[src/rtl/vu_meter_scheduler.sv]
// vu_meter_scheduler
// Ballistics controller and L/R channel arbiter for the VU meter path. One
// magnitude/accumulate/ballistics datapath is time-shared between the left
// and right sample strobes. Each channel produces a 7-bit duty word and a
// one-cycle update strobe.
//
// Optional build macro: VU_PEAK_HOLD_EN adds l_peak/r_peak held-peak outputs
// and per-channel hold counters. Without it those ports and registers do not
// exist and all other behaviour is unchanged.
//
// state | meaning
// ------+--------------------------------------------------------------
// IDLE  | wait for a pending sample; round-robin grant when both pend
// ACC_L | accumulate |left sample|, bump left count
// ACC_R | accumulate |right sample|, bump right count
// BAL_L | left window complete: attack/release, publish duty + strobe
// BAL_R | right window complete: attack/release, publish duty + strobe

module vu_meter_scheduler #(
  parameter int NUMBER_OF_AVERAGES = 16,
  parameter int RELEASE_SHIFT      = 3,
  parameter int PEAK_HOLD_UPDATES  = 64
) (
  input  logic       clk,
  input  logic       reset_n,
  input  logic       l_data_en,
  input  logic       r_data_en,
  input  logic       audio_enable,
  input  logic [7:0] l_audio_signal,
  input  logic [7:0] r_audio_signal,
  output logic [6:0] l_duty_cycle,
  output logic [6:0] r_duty_cycle,
  output logic       l_duty_stb,
  output logic       r_duty_stb,
`ifdef VU_PEAK_HOLD_EN
  output logic [6:0] l_peak,
  output logic [6:0] r_peak,
`endif
  output logic       overrun
);

  localparam int CW = $clog2(NUMBER_OF_AVERAGES);
  localparam int AW = 7 + CW;

  typedef enum logic [2:0] {
    S_IDLE  = 3'd0,
    S_ACC_L = 3'd1,
    S_ACC_R = 3'd2,
    S_BAL_L = 3'd3,
    S_BAL_R = 3'd4
  } state_t;

  state_t state_q, state_d;

  // last_r_q set means the right channel received the most recent grant.
  // Resets to 1 so the left channel wins the first tie.
  logic last_r_q, last_r_d;

  // Per-channel storage, index 0 = left, 1 = right.
  logic [1:0][7:0]    hold_q, hold_d;
  logic [1:0]         pend_q, pend_d;
  logic [1:0][AW-1:0] acc_q, acc_d;
  logic [1:0][CW-1:0] cnt_q, cnt_d;
  logic [1:0][6:0]    level_q, level_d;
  logic [1:0]         stb_q, stb_d;
  logic               overrun_q, overrun_d;

  logic [1:0]      data_en;
  logic [1:0][7:0] sample_in;
  logic [1:0]      in_acc;
  logic [1:0]      in_bal;
  logic            sel;

  assign data_en   = {r_data_en, l_data_en};
  assign sample_in = {r_audio_signal, l_audio_signal};
  assign in_acc    = {state_q == S_ACC_R, state_q == S_ACC_L};
  assign in_bal    = {state_q == S_BAL_R, state_q == S_BAL_L};
  assign sel       = (state_q == S_ACC_R) || (state_q == S_BAL_R);

  // Shared datapath operands, steered by the channel the FSM is serving.
  logic [7:0]    sample_sel;
  logic [AW-1:0] acc_sel;
  logic [CW-1:0] cnt_sel;
  logic [6:0]    level_sel;

  assign sample_sel = hold_q[sel];
  assign acc_sel    = acc_q[sel];
  assign cnt_sel    = cnt_q[sel];
  assign level_sel  = level_q[sel];

  logic          cnt_last;
  logic [6:0]    mag;
  logic [AW-1:0] acc_sum;
  logic [6:0]    avg;
  logic [6:0]    diff;
  logic [6:0]    rel_step;
  logic [6:0]    new_level;

  assign cnt_last = (cnt_sel == CW'(NUMBER_OF_AVERAGES - 1));

  // Magnitude of the held sample; -128 has no 7-bit magnitude so it saturates.
  always_comb begin
    mag = sample_sel[6:0];
    if (sample_sel[7]) begin
      if (sample_sel == 8'h80) mag = 7'd127;
      else                     mag = 7'(8'd0 - sample_sel);
    end
  end

  assign acc_sum = acc_sel + {{CW{1'b0}}, mag};
  assign avg     = acc_sel[AW-1:CW];

  // Ballistics: instant attack, proportional release with a minimum step of 1
  // so a small residual still decays to the average.
  always_comb begin
    diff      = level_sel - avg;
    rel_step  = diff >> RELEASE_SHIFT;
    new_level = level_sel;
    if (avg >= level_sel) begin
      new_level = avg;
    end else begin
      if (rel_step == 7'd0) rel_step = 7'd1;
      new_level = level_sel - rel_step;
    end
  end

  // Next-state and grant selection; audio_enable low forces IDLE from any state.
  always_comb begin
    state_d  = state_q;
    last_r_d = last_r_q;
    case (state_q)
      S_IDLE: begin
        if (pend_q[0] && (!pend_q[1] || last_r_q)) begin
          state_d  = S_ACC_L;
          last_r_d = 1'b0;
        end else if (pend_q[1]) begin
          state_d  = S_ACC_R;
          last_r_d = 1'b1;
        end
      end
      S_ACC_L: state_d = cnt_last ? S_BAL_L : S_IDLE;
      S_ACC_R: state_d = cnt_last ? S_BAL_R : S_IDLE;
      S_BAL_L: state_d = S_IDLE;
      S_BAL_R: state_d = S_IDLE;
      default: state_d = S_IDLE;
    endcase
    if (!audio_enable) begin
      state_d  = S_IDLE;
      last_r_d = last_r_q;
    end
  end

  // Per-channel capture, accumulate, count and level updates. A strobe that
  // lands in the channel's ACC cycle re-arms pend so the new sample survives.
  always_comb begin
    hold_d  = hold_q;
    pend_d  = pend_q;
    acc_d   = acc_q;
    cnt_d   = cnt_q;
    level_d = level_q;
    stb_d   = 2'b00;
    for (int c = 0; c < 2; c++) begin
      if (in_acc[c]) begin
        pend_d[c] = 1'b0;
        acc_d[c]  = acc_sum;
        cnt_d[c]  = cnt_q[c] + CW'(1);
      end
      if (in_bal[c]) begin
        level_d[c] = new_level;
        acc_d[c]   = '0;
        cnt_d[c]   = '0;
        stb_d[c]   = 1'b1;
      end
      if (data_en[c]) begin
        hold_d[c] = sample_in[c];
        pend_d[c] = 1'b1;
      end
    end
    if (!audio_enable) begin
      hold_d  = '0;
      pend_d  = '0;
      acc_d   = '0;
      cnt_d   = '0;
      level_d = '0;
      stb_d   = '0;
    end
  end

  // Overrun flags a strobe while that channel still has an unserved sample.
  assign overrun_d = audio_enable && ((data_en & pend_q) != 2'b00);

  // State and datapath registers.
  always_ff @(posedge clk or negedge reset_n) begin
    if (!reset_n) begin
      state_q   <= S_IDLE;
      last_r_q  <= 1'b1;
      hold_q    <= '0;
      pend_q    <= '0;
      acc_q     <= '0;
      cnt_q     <= '0;
      level_q   <= '0;
      stb_q     <= '0;
      overrun_q <= 1'b0;
    end else begin
      state_q   <= state_d;
      last_r_q  <= last_r_d;
      hold_q    <= hold_d;
      pend_q    <= pend_d;
      acc_q     <= acc_d;
      cnt_q     <= cnt_d;
      level_q   <= level_d;
      stb_q     <= stb_d;
      overrun_q <= overrun_d;
    end
  end

  assign l_duty_cycle = level_q[0];
  assign r_duty_cycle = level_q[1];
  assign l_duty_stb   = stb_q[0];
  assign r_duty_stb   = stb_q[1];
  assign overrun      = overrun_q;

`ifdef VU_PEAK_HOLD_EN
  localparam int HW = $clog2(PEAK_HOLD_UPDATES + 1);

  logic [1:0][6:0]    peak_q, peak_d;
  logic [1:0][HW-1:0] hcnt_q, hcnt_d;

  // Peak tracks the level published in the same BAL cycle; a lower level
  // only replaces it once the hold counter has run out.
  always_comb begin
    peak_d = peak_q;
    hcnt_d = hcnt_q;
    for (int c = 0; c < 2; c++) begin
      if (in_bal[c]) begin
        if (new_level >= peak_q[c]) begin
          peak_d[c] = new_level;
          hcnt_d[c] = HW'(PEAK_HOLD_UPDATES);
        end else if (hcnt_q[c] == '0) begin
          peak_d[c] = new_level;
        end else begin
          hcnt_d[c] = hcnt_q[c] - HW'(1);
        end
      end
    end
    if (!audio_enable) begin
      peak_d = '0;
      hcnt_d = '0;
    end
  end

  // Peak-hold registers.
  always_ff @(posedge clk or negedge reset_n) begin
    if (!reset_n) begin
      peak_q <= '0;
      hcnt_q <= '0;
    end else begin
      peak_q <= peak_d;
      hcnt_q <= hcnt_d;
    end
  end

  assign l_peak = peak_q[0];
  assign r_peak = peak_q[1];
`endif

endmodule
[config.mk]
export PLATFORM = sky130hd
export DESIGN_NAME = vu_meter_scheduler
export DESIGN_NICKNAME = d
export VERILOG_FILES = /design/src/rtl/vu_meter_scheduler.sv
export SDC_FILE = /design/constraint.sdc
export NUM_CORES = 1
export LEC_CHECK = 0
export BUFFER_PORTS_ARGS = -buffer_cell sky130_fd_sc_hd__buf_4
export CORE_MARGIN = 4
export CORE_UTILIZATION = 38
export CTS_CLUSTER_DIAMETER = 50
export DETAILED_ROUTE_END_ITERATION = 12
export GPL_TIMING_DRIVEN = 0
export PLACE_DENSITY_LB_ADDON = 0.12
export REMOVE_ABC_BUFFERS = 1
export SETUP_SLACK_MARGIN = 0.02
export SLEW_MARGIN = 25
export SYNTH_ARGS = -nofsm -noshare
export SYNTH_HDL_FRONTEND = slang
export SYNTH_SLANG_ARGS = --single-unit
export TNS_END_PERCENT = 20
[constraint.sdc]
create_clock -name clk -period 5.8 [get_ports clk]
set_input_delay 0.29 -clock clk [delete_from_list [all_inputs] [get_ports clk]]
set_output_delay 0.29 -clock clk [all_outputs]
set_load 0.005 [all_outputs]
==> impl.org, run 1 <==
** Run status
- Outcome :: finished clean

** Synthesis
- Synthesized instance count :: 481
- Fraction of the mapped netlist area in compound gates :: 0.2032
- During synthesis, Yosys emitted a total of 0 warnings.
- Share of synthesized area spent on multiplexers :: 0.09978
- Fraction of synthesis flops using an asynchronous set or reset pin :: 1.000
- Of the total synthesized cell area, the portion taken by XOR and XNOR cells is 0.04422.
- The average instance in the mapped netlist occupies about 9.4 um2.
- Sequential element share of the synthesized area :: 0.3817
- In this run, synthesis produced a sequential element count of between 60 and 70.
- In this run, synthesis inferred 0 flip-flops with an integrated enable.
- Adder-Cell Fraction of Synth Area :: 0.05860
- The cell area that synthesis handed to floorplanning was ~4500 um2.
- For this run, the leading register cell type out of synthesis is sky130_fd_sc_hd__dfrtp_1.
- Of the total synthesized cell area, the portion taken by AND, OR, NAND and NOR gates is 0.1752.
- The biggest area contributor in the post-synthesis netlist is sky130_fd_sc_hd__dfrtp_1.
- Share of Yosys cell area claimed by the top area cell type :: 0.3759
- By area the synthesized netlist is led by sky130_fd_sc_hd__dfrtp_1, sky130_fd_sc_hd__mux2i_1, sky130_fd_sc_hd__ha_1.
- The netlist uses 65 different library cells.
- By area, the combinational part of the netlist is dominated by compound AO/OA/AOI/OAI gates.

** Power
- Power spread over the standard cell area amounts to between 200 and 300 nW/um2.
- Static leakage :: roughly 2.5 nW
- Worst VDD drop :: between 0.1 and 0.15 mV

** Clock network
- In this run the post-CTS setup repair buffer count came out at 0.
- At the later pin of the worst-skew pair, clock insertion delay measures 340 ps.
- In this run, CTS created clock tree buffers numbering 9.
- Clock root buffer :: sky130_fd_sc_hd__clkbuf_16
- The number of gates resized after CTS was 0.
- Num Clock Sinks :: 69
- H-Tree Depth :: 3
- TritonCTS built the clock tree.
- Largest buffer count on any clock path :: 2
- Clock-pin slew was measured on the worst setup and hold paths at roughly 60 ps.
- For this design, the CTS-stage hold fixing added 0 buffers.

** Routing
- Remaining DRCs :: 0
- Initial DRT Pass Iterations :: 4
- Summing over every cut layer, the via total after detailed routing is around 3700.
- Dividing the detail-routed via count by the number of cells gives ~5.5.
- DR WL/cell :: 17.47 um
- After the first detailed-routing iteration, the DRC count stood at 201.
- WL final :: 11.53 mm
- The count of nets left with antenna violations once routing finished came out at 0.

** Floorplan
- The floorplan has 39 rows.
- During I/O placement, the number of pins put on the boundary was 38.
- From left edge to right edge, the die measures roughly 120 um.
- Core area :: roughly 12000 um2
- Effective utilization at floorplan :: 0.3931
- Area of the die :: about 14000 um2
- Vert. Die Dim :: 117.1 um

** Setup path
- Worst-path fanout max :: 15
- Type of the setup path with the least slack :: register to register
- The endpoint identified for the worst register-to-register timing path is r_duty_cycle[4].
- The worst register-to-register path has a depth of 19.
- Worst R2R Start :: state_q[2]
- At the worst endpoint, the arrival time is between 5000 and 6000 ps.
- In this run the register-to-register setup slack is 480 ps.
- Data required time at the worst endpoint :: roughly 6000 ps
- Type of destination of the critical path :: register
- STA classifies the critical path startpoint as a register.

** Global routing
- Largest net degree at the start of global routing :: 70
- Number of global-route vias before repair :: 3640
- The number of antenna violations at the first check in global routing is 0.
- Global-route usage over all layers :: 0.1826
- The first global-routing pass estimated roughly 19 mm of wire.
- After global routing the overflow that remains totals 0.

** Timing
- The worst pin sits at a relative slew slack of 0.4072.
- RSZ-0062 raised after global routing :: no
- Final critical-path required period :: between 5000 and 6000 ps
- The number of max-slew violations in the final report was 0.
- For the pin with the worst max-slew slack, the measured transition is slightly below 900 ps.
- Fmax :: approximately 190 MHz
- The number of failing hold endpoints at the final stage is 0.
- The clock arrives with between 5 and 6 ps of skew.
- Final setup violation count :: 0
- In the finished design, the share of the clock period the worst path needs comes to 0.9169.

** Worst hold path
- The worst hold path belongs to the class input pin to asynchronous set/reset pin.

** Place
- The wire-length estimate of the detail-placed layout is ~8.1 mm.
- During placement, the flow inserted port buffers numbering 37.
- At the end of routability-driven placement, the weighted congestion stood at ~0.86.
- Dpl cells :: between 600 and 700

** Finish
- At the end of the flow the core is filled with cells to 0.4558.
- The area growth from synthesis to layout is 15.95%.
- Antenna diodes :: 0
- Layout cell share with drive strength beyond 1 :: 0.1528
- Final standard cell count with taps included and fillers excluded :: 660
- # fillers :: approximately 1100
- The net count of the finished layout is 553.

** Flow run
- Max Cap Viol :: 0
## registers in the layout, summed over array words and instances (netlist names)
| signal | cells |
|---|---|
| acc_q | 22 |
| cnt_q | 8 |
| hold_q | 16 |
| l_duty_cycle | 7 |
| last_r_q | 1 |
| overrun | 1 |
| pend_q | 2 |
| r_duty_cycle | 7 |
| state_q | 3 |
| stb_q | 2 |
## cell usage after synthesis, drive strengths merged, types with 3 or more instances
library cell	instances
mux2i	38
o21a	4
a211o	3
xor2	5
or3	3
o21ai	33
nand4	6
ha	18
o311ai	3
buf	5
o31ai	4
and2	6
nor4	3
a211oi	7
dfrtp	68
a22o	13
inv	22
a31oi	3
nor2b	28
nor3	4
xnor2	17
a21oi	23
nand3	9
o211ai	6
o2111ai	3
a21o	5
nor2	22
clkbuf	15
nand2b	11
mux2	6
nand2	56
a21boi	3
## layout by cell type (no fill, tap or decap), types with 13 or more instances in the layout
| cell | count |
|---|---|
| sky130_fd_sc_hd__nor2_1 | 21 |
| sky130_fd_sc_hd__xnor2_1 | 16 |
| sky130_fd_sc_hd__o21ai_0 | 32 |
| sky130_fd_sc_hd__ha_1 | 18 |
| sky130_fd_sc_hd__nand2_1 | 56 |
| sky130_fd_sc_hd__dfrtp_1 | 68 |
| sky130_fd_sc_hd__a22o_1 | 13 |
| sky130_fd_sc_hd__nor2b_1 | 28 |
| sky130_fd_sc_hd__inv_1 | 22 |
| sky130_fd_sc_hd__mux2i_1 | 38 |
| sky130_fd_sc_hd__a21oi_1 | 23 |
| sky130_fd_sc_hd__buf_4 | 38 |
## cells by family (layout without fill, tap and decap cells)
logic type / count (synthesis) / after routing
AO/OA/AOI/OAI: 126 / 126
flip-flops: 69 / 69
multiplexers: 44 / 44
AND/OR/NAND/NOR: 158 / 159
XOR/XNOR: 22 / 22
adder cells (fa/ha/maj): 20 / 20
buffers and inverters: 42 / 77
## critical path, stage by stage, from the launching register on
cell,delay (ps)
sky130_fd_sc_hd__dfrtp_1,510
sky130_fd_sc_hd__xnor2_4,400
sky130_fd_sc_hd__or2_4,380
sky130_fd_sc_hd__o21ai_0,270
sky130_fd_sc_hd__ha_1,320
sky130_fd_sc_hd__nand2b_1,150
sky130_fd_sc_hd__a2111oi_0,540
sky130_fd_sc_hd__a221oi_2,210
sky130_fd_sc_hd__o21ba_2,250
sky130_fd_sc_hd__xnor2_1,280
sky130_fd_sc_hd__inv_1,100
sky130_fd_sc_hd__a31o_2,240
sky130_fd_sc_hd__ha_1,200
sky130_fd_sc_hd__fa_1,410
sky130_fd_sc_hd__nor2b_1,130
sky130_fd_sc_hd__o21ai_0,110
sky130_fd_sc_hd__nor2b_1,160
sky130_fd_sc_hd__xnor2_1,160
sky130_fd_sc_hd__mux2i_1,120
sky130_fd_sc_hd__a22o_1,250
## routing by layer
layer  vias up  global-route usage  part of all wire  wire, um
li1       1797                   -                 -         -
met1      1776              0.2478              0.47      5472
met2        66              0.2836              0.47      5402
met3        19             0.03342             0.032       373
met4         0             0.08333             0.024       281
met5         -                   0                 0         0
## final cells by class
| class | count | area (um2) | share of cell area |
|---|---|---|---|
| flip-flops and latches | 69 | 1728 | 0.3292 |
| inverters | 22 | 82.58 | 0.01573 |
| well taps | 143 | 178.9 | 0.03409 |
| multi-input cells | 371 | 2665 | 0.5077 |
| clock buffers | 12 | 246.5 | 0.04696 |
| clock inverters | 4 | 47.55 | 0.009058 |
| repair buffers | 39 | 300.3 | 0.05721 |
## power by group
group          total, W  leakage [nW]  switching [W]  internal (W)
clock network  0.000553         0.143       0.000210      0.000343
registers      0.000521         0.943      0.0000201      0.000501
logic          0.000266          1.39       0.000151      0.000116
## worst max-delay path by stage
stage | cells after the start | from | end | slack, ps
after global routing | 18 | state_q[1] | acc_q[10] | 150
after floorplan | 18 | state_q[1] | r_duty_cycle[4] | 780
after CTS | 19 | state_q[2] | r_duty_cycle[4] | 210
after global placement | 21 | state_q[1] | r_duty_cycle[4] | -500
final | 19 | state_q[2] | r_duty_cycle[4] | 480
after detailed placement | 19 | state_q[2] | r_duty_cycle[4] | 260
## through the flow
| stage | worst slack, ps | hold slack, ps | power [W] | area, um2 | TNS, ps |
|---|---|---|---|---|---|
| 6_report | 481.9 | 69.16 | 0.001340 | 5249 | 0 |
| 5_1_grt | 147.3 | 150.7 | 0.001414 | 5249 | 0 |
| 4_1_cts | 207.4 | 104.0 | 0.001358 | 5226 | 0 |
| 3_5_place_dp | 258.8 | 474.9 | 0.0007934 | 4932 | 0 |
| 3_3_place_gp | -497.7 | 465.4 | 0.0007881 | 4897 | -2669 |
| 2_1_floorplan | 776.9 | -5.591 | 0.0007125 | 4441 | 0 |
No activity file was read; power rests on OpenSTA's default activity.
==> run 2: changes to the inputs <==
Settings changed: ABC_AREA set to 1.
==> run 2 against run 1 <==
Compared with the run above: hold slack got worse by 24 ps; maximum frequency increased by 10%; routed wire length decreased by 14%; critical path depth grew 4; combinational power grew to 3.2 times the previous value; non-clock buffer count is 2 lower; critical endpoint is now l_duty_cycle[6].
==> impl.org, run 2 <==
** Setup path
- For this design, the slowest cell found on the critical path is sky130_fd_sc_hd__o21ai_0.
- Largest delay share family, worst path :: simple AND/OR/NAND/NOR gates
- The largest single stage delay on the critical path is between 400 and 500 ps.
- The worst setup path is launched from a register.
- Worst-path fanout max :: 43
- WP buf/inv :: 1
- Type of the setup path with the least slack :: register to register
- Arrival time at the worst endpoint :: approximately 5100 ps
- STA classifies the critical path endpoint as a register.
- Crit-path most repeated cell :: sky130_fd_sc_hd__nand2_1
- STA puts the critical path data required time at a little over 6000 ps.
- Cell breakdown of the critical path :: nor2_1 > nand2_1 > nand2_4 > o21ai_0 > inv_1 > ha_1 > a31o_2 > nand2_1 > nand2_2 > nand3_1 > nand2_1 > nand2_1 > nand2_1 > nand3_1 > nand2_1 > ha_1 > fa_1 > o21ai_0 > nor3_1 > xnor2_1 > nand3_1 > nand3_1 > o21ai_1

** Floorplan
- In this run the count of I/O pins placed on the die edge is 38.
- The floorplan step set the die height to ~110 um.
- In this run the standard cell core region covers approximately 11000 um2.
- Effective utilization at floorplan :: 0.3887
- Floorplan die width :: approximately 110 um
- The die covers about 13000 um2.
- Placement Rows :: 38

** Clock network
- Clock root buffer :: sky130_fd_sc_hd__clkbuf_8
- In this run, post-CTS repair resized a total of 0 instances.
- Number of clock buffers inserted by TritonCTS :: 9
- Reg clk slew, reported paths :: approximately 80 ps
- CTS tree :: done
- Num Clock Sinks :: roughly 70
- The longest clock path from root to sink contains 2 buffers.
- The H-tree generated during clock tree synthesis spans 3 levels.
- Post-CTS setup buffer count :: 0
- Post-CTS Hold Fix Bufs :: 0
- Clock latency on the worst-skew pair, taken at its later pin, is 350 ps.

** Routing
- The first detailed-routing pass ran for 4 iterations.
- Residual antenna-violating net count after detailed routing :: 0
- The final layout contains routed wiring with a total length of 9.947 mm.
- Dividing the detail-routed via count by the number of cells gives roughly 5.
- Dividing the detail-routed wire length by the instance count gives about 14 um.
- For this block, the initial DRC count from the detailed router was 150.
- Remaining DRCs :: 0
- Vias post-DR :: between 3000 and 4000

** Run status
- Outcome :: finished clean

** Finish
- Highest-count cells in the layout ignoring fill and taps :: sky130_fd_sc_hd__nand2_1, sky130_fd_sc_hd__inv_1, sky130_fd_sc_hd__dfrtp_1
- Antenna diodes :: 0
- Top flop regs :: acc_q: 22 flops, hold_q: 16 flops, cnt_q: 8 flops
- Largest register by flop count :: acc_q
- Most common library cell in the layout ignoring fill and taps :: sky130_fd_sc_hd__nand2_1
- In the final layout, the share of cells above drive strength 1 is 0.1591.
- The final layout contains 608 nets.
- The finished layout holds 712 standard cells, fillers aside.
- The register with the most flip-flops in the layout has 22 of them.
- # fillers :: around 1100
- Area grow syn2layout :: 13.51%

** Global routing
- Across every metal layer, demand over resource in global routing totals 0.1686.
- Number of antenna violations at the first check in global routing :: 0
- The number of global-route vias before repair came to between 3000 and 4000.
- Remaining global-route overflow :: 0
- Largest net degree at the start of global routing :: 70
- First-pass GRT wire length :: around 17 mm

** Timing
- Worst Skew :: between 8 and 9 ps
- Final critical-path required period :: about 4800 ps
- Of the available clock period, the critical path in the final layout requires 0.8315.
- Pins Over Slew Limit :: 0
- After routing, the total negative slack on setup checks comes to 0 ps.
- Fin. Hold Viols :: 0
- Fmax :: 207.4 MHz
- RSZ-0062 raised after global routing :: no
- At the pin with the least slew margin, the transition time is about 880 ps.
- Worst-case headroom to the max-slew limit :: 0.4123
- Final worst hold slack :: roughly 45 ps
- Setup violations remaining at the end of the flow were counted as 0.

** Synthesis
- Synthesis produced a netlist whose cell count is around 540.
- The share of synthesized area in the top cell type comes to 0.4038.
- Yosys cell types :: 45
- Count of flip-flops with a built-in enable after synthesis :: 0
- Leading cell type by number of instances after synthesis :: sky130_fd_sc_hd__nand2_1
- Cell area after synthesis :: between 4000 and 5000 um2
- After synthesis the netlist holds a flip-flop and latch count of 69.
- The share of the Yosys chip area taken by registers is 0.4100.
- Sorting the synthesized cells by area gives the leading types as sky130_fd_sc_hd__dfrtp_1, sky130_fd_sc_hd__nand2_1, sky130_fd_sc_hd__nand3_1.
- After synthesis, the mean cell area works out to 7.862 um2.
- Yosys warnings :: 0
- Cell type with the largest total area after synthesis :: sky130_fd_sc_hd__dfrtp_1
- Ys flop type :: sky130_fd_sc_hd__dfrtp_1
- Ranked by instance count, the synthesized netlist is headed by sky130_fd_sc_hd__nand2_1, sky130_fd_sc_hd__inv_1, sky130_fd_sc_hd__dfrtp_1.
- Fraction of synthesis flops using an asynchronous set or reset pin :: 1.000

** Power
- Static leakage :: roughly 2.4 nW
- Across the VDD grid, the largest voltage drop is 0.1799 mV.
- Total power per unit cell area :: 380.5 nW/um2

** Place
- Count of input and output buffers :: 37
- After legalization and detailed placement, the total HPWL measured a little over 7 mm.
- Including well taps, the total number of placed cells is 696.
- Final estimated routing congestion in global placement :: about 0.9

** Flow run
- The tool flagged a number of max-cap violations equal to 0.

** Worst hold path
- The tightest min-delay check is of the input pin to asynchronous set/reset pin type.
## run 2: cell count changes in the layout (fill, tap and decap cells not counted), moves of 18 or more
cell and delta:
sky130_fd_sc_hd__nand2_1 +54, sky130_fd_sc_hd__nor2b_1 -28, sky130_fd_sc_hd__o21ai_1 +18, sky130_fd_sc_hd__nand3_1 +58
sky130_fd_sc_hd__inv_1 +48, sky130_fd_sc_hd__mux2i_1 -36
## run 2: worst reg2reg max path: stages, from the launching register on
cell and delay [ps]:
sky130_fd_sc_hd__dfrtp_1 430, sky130_fd_sc_hd__nor2_1 70, sky130_fd_sc_hd__nand2_1 460, sky130_fd_sc_hd__nand2_4 440, sky130_fd_sc_hd__o21ai_0 480, sky130_fd_sc_hd__inv_1 120
sky130_fd_sc_hd__ha_1 350, sky130_fd_sc_hd__a31o_2 290, sky130_fd_sc_hd__nand2_1 70, sky130_fd_sc_hd__nand2_2 70, sky130_fd_sc_hd__nand3_1 90, sky130_fd_sc_hd__nand2_1 60
sky130_fd_sc_hd__nand2_1 50, sky130_fd_sc_hd__nand2_1 90, sky130_fd_sc_hd__nand3_1 90, sky130_fd_sc_hd__nand2_1 60, sky130_fd_sc_hd__ha_1 210, sky130_fd_sc_hd__fa_1 410
sky130_fd_sc_hd__o21ai_0 320, sky130_fd_sc_hd__nor3_1 130, sky130_fd_sc_hd__xnor2_1 140, sky130_fd_sc_hd__nand3_1 90, sky130_fd_sc_hd__nand3_1 110, sky130_fd_sc_hd__o21ai_1 150
## run 2: final timing paths
path / from / to / slack (ps) / cells past startpoint
worst max-delay path: state_q[2] / l_duty_cycle[6] / 980 / 23
worst min-delay path: reset_n / hold_q[15] / 50 / 1
worst max register to register: state_q[2] / l_duty_cycle[6] / 980 / 23
worst min register to register: acc_q[10] / acc_q[10] / 480 / 2
max in group asynchronous: reset_n / acc_q[9] / 5170 / 1
min in group clk: r_audio_signal[4] / hold_q[12] / 160 / 3
## run 2: cells by family after synthesis
family / share of synthesized area
buffers and inverters: 0.08580
AOI/OAI and AO/OA: 0.1398
and+or+nand+nor: 0.2595
muxes: 0.004751
xor gates and xnor gates: 0.03711
adders and majority gates: 0.06295
DFF: 0.4100
## run 2: where the power goes
group          switching [W]  internal (W)
clock               0.000206      0.000200
combinational       0.000522      0.000319
sequential         0.0000357      0.000537
total               0.000764       0.00106
## run 2: routing by layer
| metal | global-route usage | share of wire | up-vias |
|---|---|---|---|
| li1 | - | - | 1838 |
| met1 | 0.2357 | 0.50 | 1666 |
| met5 | 0 | 0 | - |
| met3 | 0.02674 | 0.030 | 10 |
| met2 | 0.2690 | 0.46 | 46 |
| met4 | 0.05288 | 0.013 | 0 |
## run 2: layout make-up
cell class | instances | area [um2] | share of cell area
clock inverter | 7 | 76.32 | 0.01596
inverter | 74 | 277.8 | 0.05807
clock buffer | 9 | 123.9 | 0.02590
timing repair buffer | 37 | 277.8 | 0.05807
tap | 140 | 175.2 | 0.03662
multi-input combinational | 376 | 2125 | 0.4442
sequential | 69 | 1728 | 0.3612
## run 2: stage by stage
stage | util | total power (W) | worst slack [ps] | cell area (um2)
detailed placement | 0.4228 | 0.001429 | 934.5 | 4583
CTS | 0.4413 | 0.001845 | 888.9 | 4783
floorplan | - | 0.001205 | 1890 | 4130
global route | 0.4413 | 0.001986 | 416.6 | 4783
finish | 0.4413 | 0.001820 | 977.2 | 4783
global placement | 0.4228 | 0.001410 | 1002 | 4583
